`src/rtl/sseg_pkg.sv`:
```
// Shared types and constants for the seven-segment scan arbiter.
// Segment and anode constants are active-low.
package sseg_pkg;

    typedef enum logic {
        SHOW = 1'b0,
        GAP  = 1'b1
    } scan_state_t;

    localparam logic [7:0] SEG_OFF = 8'hFF;
    localparam logic [7:0] AN_OFF  = 8'hFF;

    // Hex digit to cathode pattern, DP bit left off.
    localparam logic [7:0] HEX_SEG [16] = '{
        8'hC0, 8'hF9, 8'hA4, 8'hB0,
        8'h99, 8'h92, 8'h82, 8'hF8,
        8'h80, 8'h90, 8'h88, 8'h83,
        8'hC6, 8'hA1, 8'h86, 8'h8E
    };

endpackage

```
`src/rtl/sseg_scan_arbiter_if.sv`:
```
// Write-port bundle shared by the two display requesters.
// Master is the requester side, slave is the arbiter side.
interface sseg_scan_arbiter_if;

    logic [1:0] req;
    logic [2:0] wr_idx0;
    logic [2:0] wr_idx1;
    logic [3:0] wr_val0;
    logic [3:0] wr_val1;
    logic       wr_dp0;
    logic       wr_dp1;
    logic [1:0] gnt;

    modport master (
        output req,
        output wr_idx0, wr_idx1,
        output wr_val0, wr_val1,
        output wr_dp0, wr_dp1,
        input  gnt
    );

    modport slave (
        input  req,
        input  wr_idx0, wr_idx1,
        input  wr_val0, wr_val1,
        input  wr_dp0, wr_dp1,
        output gnt
    );

endinterface

```
`src/rtl/sseg_hex_decode.sv`:
```
// Hex value plus decimal point to active-low cathode pattern.
// Purely combinational; sits on the scan read path.
module sseg_hex_decode
    import sseg_pkg::*;
(
    input  logic [3:0] val,
    input  logic       dp,
    output logic [7:0] seg
);

    // Table lookup, then pull DP low when lit.
    always_comb begin
        seg = HEX_SEG[val];
        if (dp) begin
            seg[7] = 1'b0;
        end
    end

endmodule

```
`src/rtl/sseg_scan_arbiter.sv`:
```
// Eight-digit scan controller with a round-robin shared write port.
// All display and grant outputs are registered.
module sseg_scan_arbiter
    import sseg_pkg::*;
#(
    parameter bit SIM   = 1'b0,
    parameter int DWELL = SIM ? 4 : 100000,
    parameter int BLANK = SIM ? 1 : 1000
) (
    input  logic                clk,
    input  logic                reset,
    sseg_scan_arbiter_if.slave  bus,
    input  logic [7:0]          digit_en,
    output logic [7:0]          SSEG_CA,
    output logic [7:0]          SSEG_AN
);

    localparam int DW_W = (DWELL > 1) ? $clog2(DWELL) : 1;
    localparam int BL_W = (BLANK > 1) ? $clog2(BLANK) : 1;
    localparam int CW   = (DW_W > BL_W) ? DW_W : BL_W;

    localparam logic [CW-1:0] DW_LAST = CW'(DWELL - 1);
    localparam logic [CW-1:0] BL_LAST = CW'(BLANK - 1);

    logic [3:0]  val_buf [8];
    logic        dp_buf  [8];

    logic [1:0]  pend;
    logic [1:0]  pick;
    logic        ptr;

    scan_state_t state;
    scan_state_t state_nx;
    logic [2:0]  digit;
    logic [2:0]  digit_nx;
    logic [CW-1:0] cnt;
    logic [CW-1:0] cnt_nx;

    logic [7:0]  seg;
    logic [7:0]  an_nx;
    logic [7:0]  ca_nx;

    // Choose a winner from the live requests; ptr breaks ties.
    always_comb begin
        pick = 2'b00;
        unique case (bus.req)
            2'b01:   pick = 2'b01;
            2'b10:   pick = 2'b10;
            2'b11:   pick = ptr ? 2'b10 : 2'b01;
            default: pick = 2'b00;
        endcase
    end

    // Two-stage grant: latch the winner, then pulse gnt for one cycle.
    always_ff @(posedge clk) begin
        if (reset) begin
            pend     <= 2'b00;
            bus.gnt  <= 2'b00;
            ptr      <= 1'b0;
        end else begin
            bus.gnt <= pend;
            if (pend != 2'b00) begin
                pend <= 2'b00;
            end else begin
                pend <= pick;
                if (pick != 2'b00) begin
                    ptr <= pick[0];
                end
            end
        end
    end

    // Digit buffer; a write lands on the edge that ends the grant.
    always_ff @(posedge clk) begin
        if (reset) begin
            for (int i = 0; i < 8; i++) begin
                val_buf[i] <= 4'h0;
                dp_buf[i]  <= 1'b0;
            end
        end else if (bus.gnt[0]) begin
            val_buf[bus.wr_idx0] <= bus.wr_val0;
            dp_buf[bus.wr_idx0]  <= bus.wr_dp0;
        end else if (bus.gnt[1]) begin
            val_buf[bus.wr_idx1] <= bus.wr_val1;
            dp_buf[bus.wr_idx1]  <= bus.wr_dp1;
        end
    end

    // Scan state register.
    always_ff @(posedge clk) begin
        if (reset) begin
            state <= SHOW;
            digit <= 3'd0;
            cnt   <= '0;
        end else begin
            state <= state_nx;
            digit <= digit_nx;
            cnt   <= cnt_nx;
        end
    end

    // Dwell in SHOW, blank in GAP, advance the digit on leaving GAP.
    always_comb begin
        state_nx = state;
        digit_nx = digit;
        cnt_nx   = cnt + CW'(1);
        unique case (state)
            SHOW: begin
                if (cnt == DW_LAST) begin
                    state_nx = GAP;
                    cnt_nx   = '0;
                end
            end
            GAP: begin
                if (cnt == BL_LAST) begin
                    state_nx = SHOW;
                    cnt_nx   = '0;
                    digit_nx = digit + 3'd1;
                end
            end
        endcase
    end

    sseg_hex_decode u_dec (
        .val (val_buf[digit]),
        .dp  (dp_buf[digit]),
        .seg (seg)
    );

    // Pin values for the current scan position.
    always_comb begin
        an_nx = AN_OFF;
        ca_nx = SEG_OFF;
        if (state == SHOW) begin
            ca_nx = seg;
            if (digit_en[digit]) begin
                an_nx = ~(8'b1 << digit);
            end
        end
    end

    // Register the pins so they never glitch.
    always_ff @(posedge clk) begin
        if (reset) begin
            SSEG_AN <= AN_OFF;
            SSEG_CA <= SEG_OFF;
        end else begin
            SSEG_AN <= an_nx;
            SSEG_CA <= ca_nx;
        end
    end

endmodule

```
`src/flat_wrapper.sv`:
```
// flat-port wrapper written by rule: the top's interface ports become plain ports
module sseg_scan_arbiter_flat import sseg_pkg::*;
#(
    parameter bit SIM   = 1'b0,
    parameter int DWELL = SIM ? 4 : 100000,
    parameter int BLANK = SIM ? 1 : 1000
)
  (clk, reset, digit_en, SSEG_CA, SSEG_AN, bus_req, bus_wr_idx0, bus_wr_idx1, bus_wr_val0, bus_wr_val1, bus_wr_dp0, bus_wr_dp1, bus_gnt);
  sseg_scan_arbiter_if bus_i ();
  input  logic clk;
  input  logic reset;
  input  logic [7:0] digit_en;
  output logic [7:0] SSEG_CA;
  output logic [7:0] SSEG_AN;
  input wire logic [$bits(bus_i.req)-1:0] bus_req;
  input wire logic [$bits(bus_i.wr_idx0)-1:0] bus_wr_idx0;
  input wire logic [$bits(bus_i.wr_idx1)-1:0] bus_wr_idx1;
  input wire logic [$bits(bus_i.wr_val0)-1:0] bus_wr_val0;
  input wire logic [$bits(bus_i.wr_val1)-1:0] bus_wr_val1;
  input wire logic [$bits(bus_i.wr_dp0)-1:0] bus_wr_dp0;
  input wire logic [$bits(bus_i.wr_dp1)-1:0] bus_wr_dp1;
  output wire logic [$bits(bus_i.gnt)-1:0] bus_gnt;
  assign bus_i.req = bus_req;
  assign bus_i.wr_idx0 = bus_wr_idx0;
  assign bus_i.wr_idx1 = bus_wr_idx1;
  assign bus_i.wr_val0 = bus_wr_val0;
  assign bus_i.wr_val1 = bus_wr_val1;
  assign bus_i.wr_dp0 = bus_wr_dp0;
  assign bus_i.wr_dp1 = bus_wr_dp1;
  assign bus_gnt = bus_i.gnt;
  sseg_scan_arbiter #(.SIM(SIM), .DWELL(DWELL), .BLANK(BLANK)) u_core (.clk(clk), .reset(reset), .bus(bus_i), .digit_en(digit_en), .SSEG_CA(SSEG_CA), .SSEG_AN(SSEG_AN));
endmodule
```
`config.mk`:
```
export PLATFORM = sky130hd
export DESIGN_NAME = sseg_scan_arbiter_flat
export DESIGN_NICKNAME = d
export VERILOG_FILES = /design/src/rtl/sseg_pkg.sv /design/src/rtl/sseg_scan_arbiter_if.sv /design/src/rtl/sseg_hex_decode.sv /design/src/rtl/sseg_scan_arbiter.sv /design/src/flat_wrapper.sv
export SDC_FILE = /design/constraint.sdc
export NUM_CORES = 1
export LEC_CHECK = 0
export ABC_AREA = 1
export CAP_MARGIN = 20
export CORE_ASPECT_RATIO = 2
export CORE_UTILIZATION = 50
export CTS_CLUSTER_DIAMETER = 80
export DETAILED_ROUTE_END_ITERATION = 7
export HOLD_SLACK_MARGIN = 0.03
export PLACE_DENSITY = 0.7
export SLEW_MARGIN = 15
export SYNTH_ARGS = -nofsm -noshare
export SYNTH_HDL_FRONTEND = slang
export SYNTH_SLANG_ARGS = --single-unit
```
`constraint.sdc`:
```
create_clock -name clk -period 4 [get_ports clk]
set_clock_uncertainty 0.1 [all_clocks]
set_input_delay 0.8 -clock clk [delete_from_list [all_inputs] [get_ports clk]]
set_output_delay 0.8 -clock clk [all_outputs]
set_load 0.02 [all_outputs]
```
* Yosys cells after proc, flatten, opt, wreduce, memory -nomap -nowiden
Memory sizes are Yosys's and may differ from the RTL's. A register that Yosys moved wholly into a read port is not among the register bits.
Cells that the tools add are included.
** Word-level totals
- Logic and storage cells :: 75
- Memory bits (read-only) :: 128
- Register bits :: 42
- Bits of input ports :: 28
- Bits in writable memories :: 40
- Output and inout port bits :: 18
- Memories kept :: 3
** Memories
- (no name shown) :: words 16, bits a word 8, rd ports 1, clocked after Yosys merged registers in 0, wr ports 0, RTL line sseg_hex_decode.sv:13 : seg = HEX_SEG[val];
- u_core.val_buf :: words 8, bits a word 4, rd ports 1, clocked after Yosys merged registers in 1, wr ports 8, RTL line sseg_scan_arbiter.sv:25 : logic [3:0] val_buf [8];
- u_core.dp_buf :: words 8, bits a word 1, rd ports 1, clocked after Yosys merged registers in 1, wr ports 8, RTL line sseg_scan_arbiter.sv:26 : logic dp_buf [8];
** Operators by class
- Bitwise operators :: 5
- Shift-type cells :: 1
- Multiplexer cells :: 38
- Add/subtract/negate cells :: 2
- Reduce and logical (&&, ||, !) cells :: 11
- Magnitude comparators :: 2
- Eq/ne operators :: 5
** Operator list (number)
- 2-to-1 mux 17 bit :: 2
- one-hot mux 17 bit (2 select lines) :: 1
- 2-to-1 mux 3 bit :: 8
- 2-to-1 mux 1 bit :: 19
- adder 17 x 1 -> 17 bit (second input constant) :: 1
- equality test 17 x 10 -> 1 bit (second input constant) :: 1
- equality test 17 bit (second input constant) :: 1
- 2-to-1 mux 8 bit :: 2
- 2-to-1 mux 4 bit :: 2
- inverter 8 bit :: 1
- OR reduction 4 bit :: 2
- << shifter 1 x 3 -> 8 bit (first input constant) :: 1
- one-hot mux 2 bit (3 select lines) :: 1
- >= comparator 5 bit (second input constant) :: 1
- inverter 4 -> 5 bit :: 1
- equality test 2 bit (second input constant) :: 2
- less-than comparator 3 x 4 -> 1 bit (second input constant) :: 1
- AND reduction 2 bit :: 2
- nonzero test 2 bit :: 2
- OR reduction 2 bit :: 2
- adder 3 x 1 -> 3 bit (second input constant) :: 1
- binary-select mux 1 bit (select 3 bit) :: 1
- inverter 1 bit :: 3
- OR reduction 3 bit :: 1
- other kinds (4) :: 5

* Logic depth before layout (Yosys ltp)
Gate-level depths: netlist of run 1.
- Depth after elaboration :: 6
- Gate-level depth with buffers :: 13
- Mapped depth without buffers :: 12

* Cells and area by module
A second synthesis of run 1 with hierarchy kept.
** Second synthesis, totals
- Cells, all modules :: 518
- Area, all modules :: 4103.9 um^2
** By module, submodules not included
- sseg_scan_arbiter :: cells each 468, sequential area each 2102.0 um^2, instances 1, area each 3826.2 um^2
- sseg_hex_decode :: cells each 50, sequential area each 0.0 um^2, instances 1, area each 277.8 um^2

* Worst setup path before layout of run 1
OpenSTA, ideal clock, no wires.
- Path kind :: input port to flip-flop
- Start :: input port reset
- End :: memory u_core.dp_buf[7] (enable)
- Arrival :: 1770 ps
- Library setup time :: 313 ps
- Required time :: 3587 ps
- Path slack :: 1817 ps
- Path buffers :: 1
- Stages :: 8
- Cells stage by stage :: inv_2 nand3b_2 buf_6 o21ai_1 inv_2 nor2_1 nand2_1 nand2_1
** RTL lines
- from (decl) :: RTL line flat_wrapper.sv:11 : input logic reset;
- to (decl) :: RTL line sseg_scan_arbiter.sv:26

==> summary.txt, run 1 <==
Floorplanning
  • Initial Util: 52.13%
  • Die ar.: between 0.008 and 0.009 mm^2
  • Core box area: 0.007714 mm^2
  • Die H: about 130 um
  • Die extent in x: 65.42 um
  • Cell row count: 45
  • IO Pins: 46

Worst setup path
  • CP arrival: between 2 and 3 ns
  • Crit Path Category: input pin to flop
  • R2R Setup Slk: between 1 and 1.5 ns
  • Crit. End Element: flop
  • CP max FO: 15
  • Worst Path Required: roughly 4 ns
  • Crit path launch type: input pin

STA
  • Worst Max-Slew Pin Slew: 0.7142 ns
  • F_max: approximately 0.36 GHz
  • Final min period: 2.816 ns
  • # setup viols final: 0
  • Final hold violation count: 0
  • Setup_tns: 0 ns
  • Fin crit share: between 70% and 80%
  • Slew HR: ~52%
  • Fin. max-slew vios: 0
  • RSZ-0062 raised after global routing: no

Power and ir drop
  • VDD IR-drop max: around 0.00034 V
  • Power density cells: roughly 400 mW/mm^2
  • Total chip power: between 1.5 and 2 mW
  • Leak pwr: between 2 and 2.5 nW

CTS
  • Num CTS Buffers: 9
  • Clk slew on worst S/H paths: approximately 0.06 ns
  • Post-CTS sizing: 0
  • CTS Root Cell: clkbuf_16
  • Cts hold-fix bufs: 0
  • Maximum clock insertion buffer count: 2
  • Clock Latency Late Sink: between 0.3 and 0.4 ns
  • CTS tree: built
  • CTS H-tree depth: 3
  • Setup Buffers After CTS: 0
  • Clock tree sinks: 85

Routing
  • Vias per cell: slightly above 5
  • Via Count: about 3300
  • Residual DRC: 0
  • DRT Pass-1 Iters: 5
  • Final antenna-violating net count: 0
  • Drt initial violations: between 100 and 150
  • Avg WL per Cell: about 13 um
  • Final WL: just under 9000 um

Cells and area
  • Util after Layout: between 60 and 70%
  • Final nets: 594
  • # diodes: 0
  • Share of layout cells above drive strength 1: between 5 and 6%
  • Layout area overhead: 22.18%

Yosys
  • Area of the mapped netlist: roughly 0.0040 mm^2
  • Syn_area_per_cell: 8.027 um^2
  • Netlist cell types: 29
  • Mapped Cells: between 500 and 600
  • Seq cells post-synth: 85
  • Ys Warns: 0
  • Syn nets: between 500 and 600
  • Post-synthesis sequential area ratio: around 52%

GRT
  • Total gr overflow: 0
  • Top Usage Layer GRT: met2
  • Vias in the first global route: between 3000 and 4000
  • GR met2 Demand/Resource: between 40 and 50%
  • Grt met3 use: ~4.8%
  • Antenna violations before repair: 0
  • GRT Util Overall: ~23%
  • Largest net degree at the start of global routing: 21
  • Met1 Use GR: 18.48%
  • First-pass GRT wire length: between 10000 and 15000 um

Place
  • Hpwl dp: 6816 um
  • GP Congestion: a little over 0.9
  • Port bufs: 45

Min path
  • Hold WC Path Type: flop to flop

Run
  • Maxcap violations: 0

Run status
  • Status: complete, no violations
==> worst paths after layout <==
kind,from,cells past startpoint,endpoint
max reg2reg,flop,10,u_core.SSEG_CA[3]
min,u_core.pend[0],2,u_core.bus.gnt[0]
max,reset,8,u_core.val_buf[7][3]
min reg2reg,u_core.pend[0],2,u_core.bus.gnt[0]
==> sequential cells by signal (all words and copies together), names as in the netlist, named ones only <==
signal / flops
u_core.dp_buf: 8
u_core.pend: 2
u_core.bus.gnt: 2
u_core.SSEG_CA: 8
u_core.val_buf: 32
u_core.SSEG_AN: 8
u_core.ptr: 1
u_core.state: 1
u_core.cnt: 17
u_core.digit: 3
==> area by class of cell <==
cell class,count,area (um^2)
timing repair buffer,53,510.5
clock buffer,13,281.5
sequential,85,2102
clock inverter,3,40.04
fill,646,2800
tap,94,117.6
inverter,65,244.0
multi-input combinational,340,1618
==> power by group <==
| part | leakage [nW] | switching (mW) | internal (mW) | total (mW) |
|---|---|---|---|---|
| sequential | 0.781 | 0.00927 | 0.936 | 0.946 |
| combinational | 1.21 | 0.0747 | 0.0613 | 0.136 |
| clock | 0.161 | 0.313 | 0.553 | 0.867 |
| total | 2.15 | 0.397 | 1.55 | 1.95 |
==> synth_stat cells, drive strengths merged <==
cell type	count	area, um^2
clkbuf	3	11.26
nor2	105	394.1
and2b	1	7.510
nand3b	2	18.77
nand4	8	50.05
clkinv	2	7.510
o221ai	2	17.52
nor3	7	35.03
o21ai	18	90.09
a211oi	1	7.510
ha	12	150.1
inv	63	236.5
edfxtp	40	1201
o211ai	3	22.52
buf	8	46.29
and3	1	6.260
nand2	113	429.2
dfxtp	45	900.9
a21oi	7	35.03
a31oi	1	6.260
nand3	48	245.2
xor2	6	52.55
mux2i	5	50.05
==> per-layer routing <==
layer / part of all wire, % / up-vias
met4: 2.9 / 0
met2: 59 / 86
li1: - / 1716
met3: 3.4 / 18
met5: 0 / -
met1: 35 / 1498
==> worst max-delay path, stage by stage <==
cell and delay (ns):
clkdlybuf4s50_1 0.43, inv_2 0.26, nand3b_2 0.30, o21ai_1 0.35
inv_2 0.06, nor2_1 0.15, nand2_1 0.17, nand2_1 0.22
==> kinds of logic (layout without fill, tap and decap cells) <==
| group | after synthesis | in the layout | synth area share, % |
|---|---|---|---|
| xor gates and xnor gates | 6 | 6 | 1.307 |
| buffers and inverters | 76 | 134 | 7.498 |
| muxes | 5 | 5 | 1.245 |
| adders and majority gates | 12 | 12 | 3.734 |
| DFF | 85 | 85 | 52.27 |
| and+or+nand+nor | 285 | 285 | 29.50 |
| AOI/OAI and AO/OA | 32 | 32 | 4.449 |
==> metrics by stage <==
step	hold WS, ns	std cells	instance area [um^2]	worst slack, ns
after floorplan	0.3030	501	4021	1.817
after global placement	0.3104	637	4592	0.9477
after detailed placement	0.3181	637	4592	0.8683
after CTS	0.3259	653	4913	1.176
after global routing	0.3443	653	4913	0.9831
final	0.3220	653	4913	1.184
==> layout by cell type (no fill, tap or decap), drive strengths merged, types with 8 or more instances in the layout <==
cell and n:
ha 12, o21ai 18, clkdlybuf4s50 45, nor2 105
edfxtp 40, dfxtp 45, clkbuf 13, buf 8
nand3 48, inv 63, nand2 113, nand4 8
No activity file was read; power rests on OpenSTA's default activity.
==> inputs of run 2 (changes only) <==
==> constraint.sdc (replaced) <==
create_clock -name clk -period 2.9 [get_ports clk]
set_clock_uncertainty 0.1 [all_clocks]
set_input_delay 0.58 -clock clk [delete_from_list [all_inputs] [get_ports clk]]
set_output_delay 0.58 -clock clk [all_outputs]
set_load 0.02 [all_outputs]
==> run 2 against run 1 <==
Effect of this change: first-iteration DRC count decreased by 12%; critical path depth increased by 4; global-route usage increased by 0.98 points; sequential cell count unchanged; cell count increased by 0.46%; power increased by 38%; clock power increased by 38%; final area increased by 0.41%; core utilization increased by 0.26 points; register-to-register slack got worse by 0.89 ns; critical endpoint is now u_core.SSEG_CA[3].
==> summary.txt, run 2 (synthesis gave the netlist of run 1 again) <==
Cells and area
  • Filler cells: 671 (+3.9%)
  • Register area: 0.002102 mm^2 (unchanged)
  • Most common cell after layout, fill and taps aside: nand2_1
  • # diodes: 0 (unchanged)
  • Top reg by flops: u_core.val_buf
  • Layout area overhead: 22.68%
  • Max reg flops: 32 (unchanged)
  • Share of layout cells above drive strength 1: 5.872% (+0.68 points)
  • Final Cell Area: 0.004933 mm^2 (+0.41%)
  • Footprint of the multi-input gates: 0.001618 mm^2 (unchanged)
  • Top flop regs: u_core.val_buf x32, u_core.cnt x17
  • Most frequent cells in the layout: nand2_1 (111), nor2_1 (105), inv_1 (61)
  • Final nets: 597 (+0.51%)

STA
  • Worst Max-Slew Pin Slew: 0.6970 ns (-0.01714 ns)
  • Slew HR: 53.04% (+1.2 points)
  • Setup_tns: 0 ns (unchanged)
  • F_max: 0.3995 GHz
  • Fin. max-slew vios: 0 (unchanged)
  • # setup viols final: 0 (unchanged)
  • RSZ-0062 raised after global routing: no
  • Final min period: about 2.5 ns
  • Final hold violation count: 0 (unchanged)
  • Fin crit share: about 86%

Place
  • Placed cell areas: 0.004614 mm^2 (+0.49%)
  • GP Congestion: 0.8888 (-3.2%)
  • Hpwl dp: 6900 um (+1.2%)
  • Port bufs: 45 (unchanged)

Floorplanning
  • Die ar.: 0.008427 mm^2 (unchanged)
  • IO Pins: 46 (unchanged)
  • Core box area: 0.007714 mm^2 (unchanged)
  • Die H: 128.8 um (unchanged)
  • Cell row count: 45 (unchanged)
  • Initial Util: 52.13% (unchanged)
  • Die extent in x: 65.42 um (unchanged)

Routing
  • Residual DRC: 0 (unchanged)
  • Final antenna-violating net count: 0 (unchanged)
  • Avg WL per Cell: 13.72 um (+2.9%)
  • Vias per cell: 5.169 (+1.7%)
  • Final WL: 9002 um (+3.4%)
  • Via Count: 3391 (+2.2%)
  • DRT Pass-1 Iters: 4 (-1)
  • Drt initial violations: 126 (-12%)

CTS
  • Clock tree sinks: 85 (unchanged)
  • Clk slew on worst S/H paths: 0.07 ns (about the same)
  • Num CTS Buffers: 9 (unchanged)
  • CTS H-tree depth: 3 (unchanged)
  • Setup Buffers After CTS: 0 (unchanged)
  • CTS tree: built
  • Clock Latency Late Sink: 0.34 ns (about the same)
  • CTS Root Cell: clkbuf_16
  • Cts hold-fix bufs: 0 (unchanged)
  • Post-CTS sizing: 0 (unchanged)
  • Maximum clock insertion buffer count: 2 (unchanged)

Power and ir drop
  • Cell-internal power: 2.077 mW (+34%)
  • Sw Pwr: 620.5 uW (+56%)
  • Clock power frac: 44.7% (+0.2 points)
  • Comb power frac: 7.0% (about the same)
  • Sw Ratio: 23.00% (+2.6 points)
  • Power density cells: 546.8 mW/mm^2 (+38%)
  • Leak pwr: 2.166 nW (+0.62%)
  • VDD IR-drop max: 0.0004480 V (+31%)
  • Sequential power share: 48.3% (-0.2 points)

Worst setup path
  • Crit. End Element: flop
  • CP arrival: 2.63 ns (-0.11 ns)
  • Worst Path Required: 3.02 ns (-0.91 ns)
  • CP endpoint: u_core.SSEG_CA[3]
  • Levels on crit path: 12 (+4)
  • R2R Setup Slk: 0.40 ns (-0.89 ns)
  • Top delay family on crit path: buffers and inverters
  • Most frequent CP cell: nand2_1
  • CP max stage cell: o21ai_0
  • Critical-path cell list: inv_1 > buf_4 > nand2_1 > nand3_1 > nand2_1 > o21ai_0 > inv_1 > ha_1 > nand3_1 > nand2_1 > nand2_1 > nand3_1
  • Crit path launch type: flop
  • Crit Path Category: flop to flop
  • CP max FO: 11 (-4)
  • R2R depth: 12 (+2)
  • Max incr delay on CP: 0.56 ns (+0.13 ns)
  • Crit path buf inv count: 3 (unchanged)
  • Reg-to-Reg End: u_core.SSEG_CA[3]

Run
  • Maxcap violations: 0 (unchanged)

GRT
  • GRT Util Overall: 23.49% (+0.98 points)
  • Largest net degree at the start of global routing: 21 (unchanged)
  • First-pass GRT wire length: 14740 um (+5.8%)
  • Total gr overflow: 0 (unchanged)
  • Antenna violations before repair: 0 (unchanged)
  • Vias in the first global route: 3337 (+3.3%)

Min path
  • Hold WC Path Type: flop to flop

Run status
  • Status: complete, no violations
## run 2: cell count changes in the layout (fill, tap and decap cells not counted)
| cell | delta |
|---|---|
| inv_4 | +1 |
| clkbuf_1 | -1 |
| inv_6 | +3 |
| inv_8 | +1 |
| clkbuf_8 | -2 |
| bufinv_16 | -1 |
| clkbuf_16 | +1 |
| clkinv_2 | -2 |
| buf_4 | +3 |
## run 2: worst min-delay path by stage
stage | from | to | slack (ns) | cells after the start
global placement | u_core.pend[1] | u_core.bus.gnt[1] | 0.31 | 2
finish | u_core.pend[0] | u_core.bus.gnt[0] | 0.32 | 2
detailed placement | u_core.pend[0] | u_core.bus.gnt[0] | 0.32 | 2
CTS | u_core.pend[0] | u_core.bus.gnt[0] | 0.32 | 2
floorplan | u_core.pend[0] | u_core.bus.gnt[0] | 0.30 | 2
global route | u_core.pend[0] | u_core.bus.gnt[0] | 0.34 | 2
## run 2: metal layers
| layer | GRT usage (%) | routed length [um] |
|---|---|---|
| met4 | 14.07 | 280 |
| met2 | 46.15 | 5216 |
| met1 | 20.74 | 3223 |
| met3 | 4.521 | 281 |
| met5 | 0 | 0 |
## run 2: area by class of cell
| class | instances | share of cell area [%] |
|---|---|---|
| clock buffer | 11 | 5.580 |
| timing repair buffer | 56 | 10.80 |
| tap | 94 | 2.384 |
| inverter | 65 | 4.945 |
| sequential | 85 | 42.61 |
| multi-input combinational | 340 | 32.79 |
| clock inverter | 5 | 0.8876 |
## run 2: metrics by stage
| step | std cells | power (mW) | setup WS, ns | hold WS, ns | util [%] |
|---|---|---|---|---|---|
| floorplan | 501 | 1.426 | 0.9371 | 0.3030 | - |
| global placement | 640 | 1.516 | 0.3225 | 0.3141 | 59.82 |
| detailed placement | 640 | 1.520 | 0.2137 | 0.3151 | 59.82 |
| CTS | 656 | 2.727 | 0.3989 | 0.3250 | 63.96 |
| global route | 656 | 2.791 | 0.1589 | 0.3409 | 63.96 |
| finish | 656 | 2.697 | 0.3966 | 0.3213 | 63.96 |
## run 2: tightest hold or removal path, stage by stage (launching register included)
cell and delay (ns):
dfxtp_1 0.31, inv_1 0.05, nor2_1 0.03
## run 2: power by group through the flow
stage               Combinational [mW]  Sequential [mW]  Clock [mW]
floorplan                       0.0869             1.34           0
detailed placement               0.189             1.33           0
CTS                              0.190             1.30        1.23
global route                     0.209             1.31        1.28
finish                           0.189             1.30        1.20
global placement                 0.186             1.33           0
==> inputs of run 3 (changes only) <==
--- a/config.mk
+++ b/config.mk
@@ -16,4 +16,5 @@
 export SLEW_MARGIN = 15
 export SYNTH_ARGS = -nofsm -noshare
 export SYNTH_HDL_FRONTEND = slang
+export SYNTH_HIERARCHICAL = 1
 export SYNTH_SLANG_ARGS = --single-unit
==> run 3 against run 2 <==
Effect of this change: synthesized cell count grew 3.4%; worst setup slack got worse by 0.015 ns; routed wire length grew 3.3%; critical path type is now input pin to flop; critical endpoint is now u_core/val_buf[6][0]; largest cell class unchanged; highest routed layer unchanged.
==> summary.txt, run 3 <==
Cells and area
  • Final Cell Area: 0.005010 mm^2 (+1.5%)
  • Register area: 0.002102 mm^2 (unchanged)
  • Most common cell after layout, fill and taps aside: nor2_1
  • Share of layout cells above drive strength 1: 5.052% (-0.82 points)
  • Most frequent cells in the layout: nor2_1 (147), nand2_1 (105), inv_1 (48)
  • Footprint of the multi-input gates: 0.001742 mm^2 (+7.7%)
  • Top reg by flops: u_core/val_buf
  • Layout area overhead: 22.07%
  • Final nets: 611 (+2.3%)
  • Max reg flops: 32 (unchanged)
  • Filler cells: 722 (+7.6%)
  • # diodes: 0 (unchanged)
  • Top flop regs: u_core/val_buf x32, u_core/cnt x17

Yosys
  • Netlist cell types: 26 (-10%)
  • Mapped Cells: 518 (+3.4%)
  • Ys Warns: 6 (+6)
  • Most frequent cells after synthesis: nor2_1 (147), nand2_1 (105), inv_1 (48)
  • Post-synthesis sequential area ratio: 51.22% (-1.1 points)
  • Syn_area_per_cell: 7.923 um^2 (-1.3%)
  • Area of the mapped netlist: 0.004104 mm^2 (+2.1%)
  • Largest cells by area after synthesis: edfxtp_1 (29%), dfxtp_1 (22%), nor2_1 (13%), nand2_1 (9.6%), o21ai_0 (4.4%)
  • Ys async rst share: 0% (unchanged)
  • Number of enable flip-flop cells after synthesis: 40 (unchanged)
  • Yosys top cell by area: edfxtp_1
  • Synth Flop Type: dfxtp_1
  • Seq cells post-synth: 85 (unchanged)
  • Top-area cell type share of the netlist area: 29.27% (-0.60 points)
  • Most frequent cell after synthesis: nor2_1
  • Syn nets: 560 (+3.5%)

Floorplanning
  • IO Pins: 46 (unchanged)
  • Die ar.: 0.008596 mm^2 (+2.0%)
  • Cell row count: 46 (+2.2%)
  • Die H: 130.1 um (+1.0%)
  • Die extent in x: 66.06 um (+0.99%)
  • Core box area: 0.007943 mm^2 (+3.0%)
  • Initial Util: 51.67% (-0.46 points)

Worst setup path
  • Crit path buf inv count: 3 (unchanged)
  • CP max stage cell: clkdlybuf4s50_1
  • Reg-to-Reg End: u_core/SSEG_CA[3]
  • Max incr delay on CP: 0.49 ns (-0.07 ns)
  • Top delay family on crit path: simple AND/OR/NAND/NOR gates
  • CP max FO: 13 (+2)
  • Critical-path cell list: clkdlybuf4s50_1 > inv_2 > nand3b_4 > nand2_1 > inv_1 > nor3_1 > nand2_1 > nand2_1
  • R2R depth: 11 (-1)
  • R2R Setup Slk: 0.57 ns (+0.17 ns)
  • Crit. End Element: flop
  • CP startpoint: reset
  • Worst Path Required: 2.83 ns (-0.19 ns)
  • Most frequent CP cell: nand2_1
  • Crit path launch type: input pin
  • Crit Path Category: input pin to flop
  • CP arrival: 2.44 ns (-0.19 ns)

Routing
  • Met1 WL: 3213 um (-0.31%)
  • Final WL: 9302 um (+3.3%)
  • DRT Pass-1 Iters: 4 (unchanged)
  • Residual DRC: 0 (unchanged)
  • Final antenna-violating net count: 0 (unchanged)
  • Met3 wire length: 214 um (-24%)
  • Met2 WL: 5605 um (+7.5%)
  • Avg WL per Cell: 13.88 um (+1.2%)
  • Drt initial violations: 178 (+41%)
  • Via Count: 3439 (+1.4%)
  • DR top layer: met4
  • Vias per cell: 5.133 (-0.70%)

CTS
  • CTS Root Cell: clkbuf_16
  • Num CTS Buffers: 9 (unchanged)
  • CTS tree: built
  • Clock tree sinks: 85 (unchanged)
  • Post-CTS sizing: 0 (unchanged)
  • Cts hold-fix bufs: 0 (unchanged)
  • Maximum clock insertion buffer count: 2 (unchanged)
  • Clock Latency Late Sink: 0.33 ns (about the same)
  • Setup Buffers After CTS: 0 (unchanged)
  • Clk slew on worst S/H paths: 0.06 ns (about the same)
  • CTS H-tree depth: 3 (unchanged)

Power and ir drop
  • Leak pwr: 2.211 nW (+2.1%)
  • Total chip power: 2.756 mW (+2.2%)
  • Power density cells: 550.1 mW/mm^2 (+0.60%)
  • VDD IR-drop max: 0.0003874 V (-14%)

STA
  • Worst Max-Slew Pin Slew: 0.5913 ns (-0.1057 ns)
  • F_max: 0.3970 GHz (-0.60%)
  • Final hold violation count: 0 (unchanged)
  • Final min period: 2.519 ns (+0.01520 ns)
  • # setup viols final: 0 (unchanged)
  • Slew HR: 60.52% (+7.5 points)
  • Fin crit share: 86.85% (+0.52 points)
  • RSZ-0062 raised after global routing: no
  • Setup_tns: 0 ns (unchanged)
  • Fin. max-slew vios: 0 (unchanged)

Place
  • GP Congestion: 0.9051 (+1.8%)
  • Hpwl dp: 7228 um (+4.8%)
  • Port bufs: 45 (unchanged)
  • Placed cell areas: 0.004669 mm^2 (+1.2%)

GRT
  • Largest net degree at the start of global routing: 21 (unchanged)
  • Total gr overflow: 0 (unchanged)
  • Vias in the first global route: 3485 (+4.4%)
  • Antenna violations before repair: 0 (unchanged)
  • GRT Util Overall: 23.84% (+0.35 points)
  • First-pass GRT wire length: 15190 um (+3.1%)

Run
  • Maxcap violations: 0 (unchanged)

Min path
  • Hold path depth: 2 (unchanged)
  • Worst Hold End: u_core/bus.gnt[0]
  • HP Start: u_core/pend[0]
  • Hold WC Path Type: flop to flop

Run status
  • Status: complete, no violations
run 3: changes by cell type after synthesis, moves of 13 or more:
cell,previous run,this run
nor2_1,105,147
nand3_1,47,24
o21ai_0,16,36
inv_1,61,48
run 3: layout make-up:
type | instances | area share [%]
Tap cell | 96 | 2.398
Clock buffer | 13 | 5.844
Sequential cell | 85 | 41.96
Timing Repair Buffer | 54 | 10.34
Clock inverter | 3 | 0.9491
Inverter | 50 | 3.746
Multi-Input combinational cell | 369 | 34.77
run 3: kinds of logic (layout without fill, tap and decap cells):
logic type / count (synthesis) / count (layout) / synth area share, %
AO/OA/AOI/OAI: 46 / 46 / 5.914
XOR/XNOR: 9 / 9 / 1.921
adder cells (fa/ha/maj): 14 / 14 / 4.268
buffers and inverters: 64 / 120 / 6.341
flip-flops: 85 / 85 / 51.22
multiplexers: 5 / 5 / 1.220
AND/OR/NAND/NOR: 295 / 295 / 29.12
run 3: how the worst max path moves through the flow:
stage	endpoint	slack, ns	cells after the start
after floorplan	u_core/SSEG_CA[3]	0.96	14
after global placement	u_core/dp_buf[6]	0.06	8
after detailed placement	u_core/val_buf[6][3]	-0.01	8
after CTS	u_core/val_buf[6][0]	0.35	8
after global routing	u_core/val_buf[6][0]	0.19	8
final	u_core/val_buf[6][0]	0.38	8
run 3: per-stage QoR:
step / setup WS, ns / utilization (%) / std cells / hold WS, ns
finish: 0.3814 / 63.08 / 670 / 0.3327
global placement: 0.06280 / 58.79 / 654 / 0.3192
global route: 0.1924 / 63.08 / 670 / 0.3583
CTS: 0.3481 / 63.08 / 670 / 0.3385
floorplan: 0.9631 / - / 518 / 0.3030
detailed placement: -0.01017 / 58.79 / 654 / 0.3217
run 3: layer usage:
metal	up-vias	track usage [%]
li1	1767	-
met1	1595	21.11
met2	55	48.98
met3	22	3.322
met4	0	11.64
met5	-	0
run 3: tightest hold or removal path, cell delays in order (launching register included):
cell and delay, ns:
dfxtp_1 0.31, inv_1 0.05, nor2_1 0.03
run 3: power breakdown:
group	switching (mW)	internal (mW)	leakage, nW
clock network	0.448	0.800	0.167
registers	0.0146	1.29	0.782
logic	0.113	0.0873	1.26
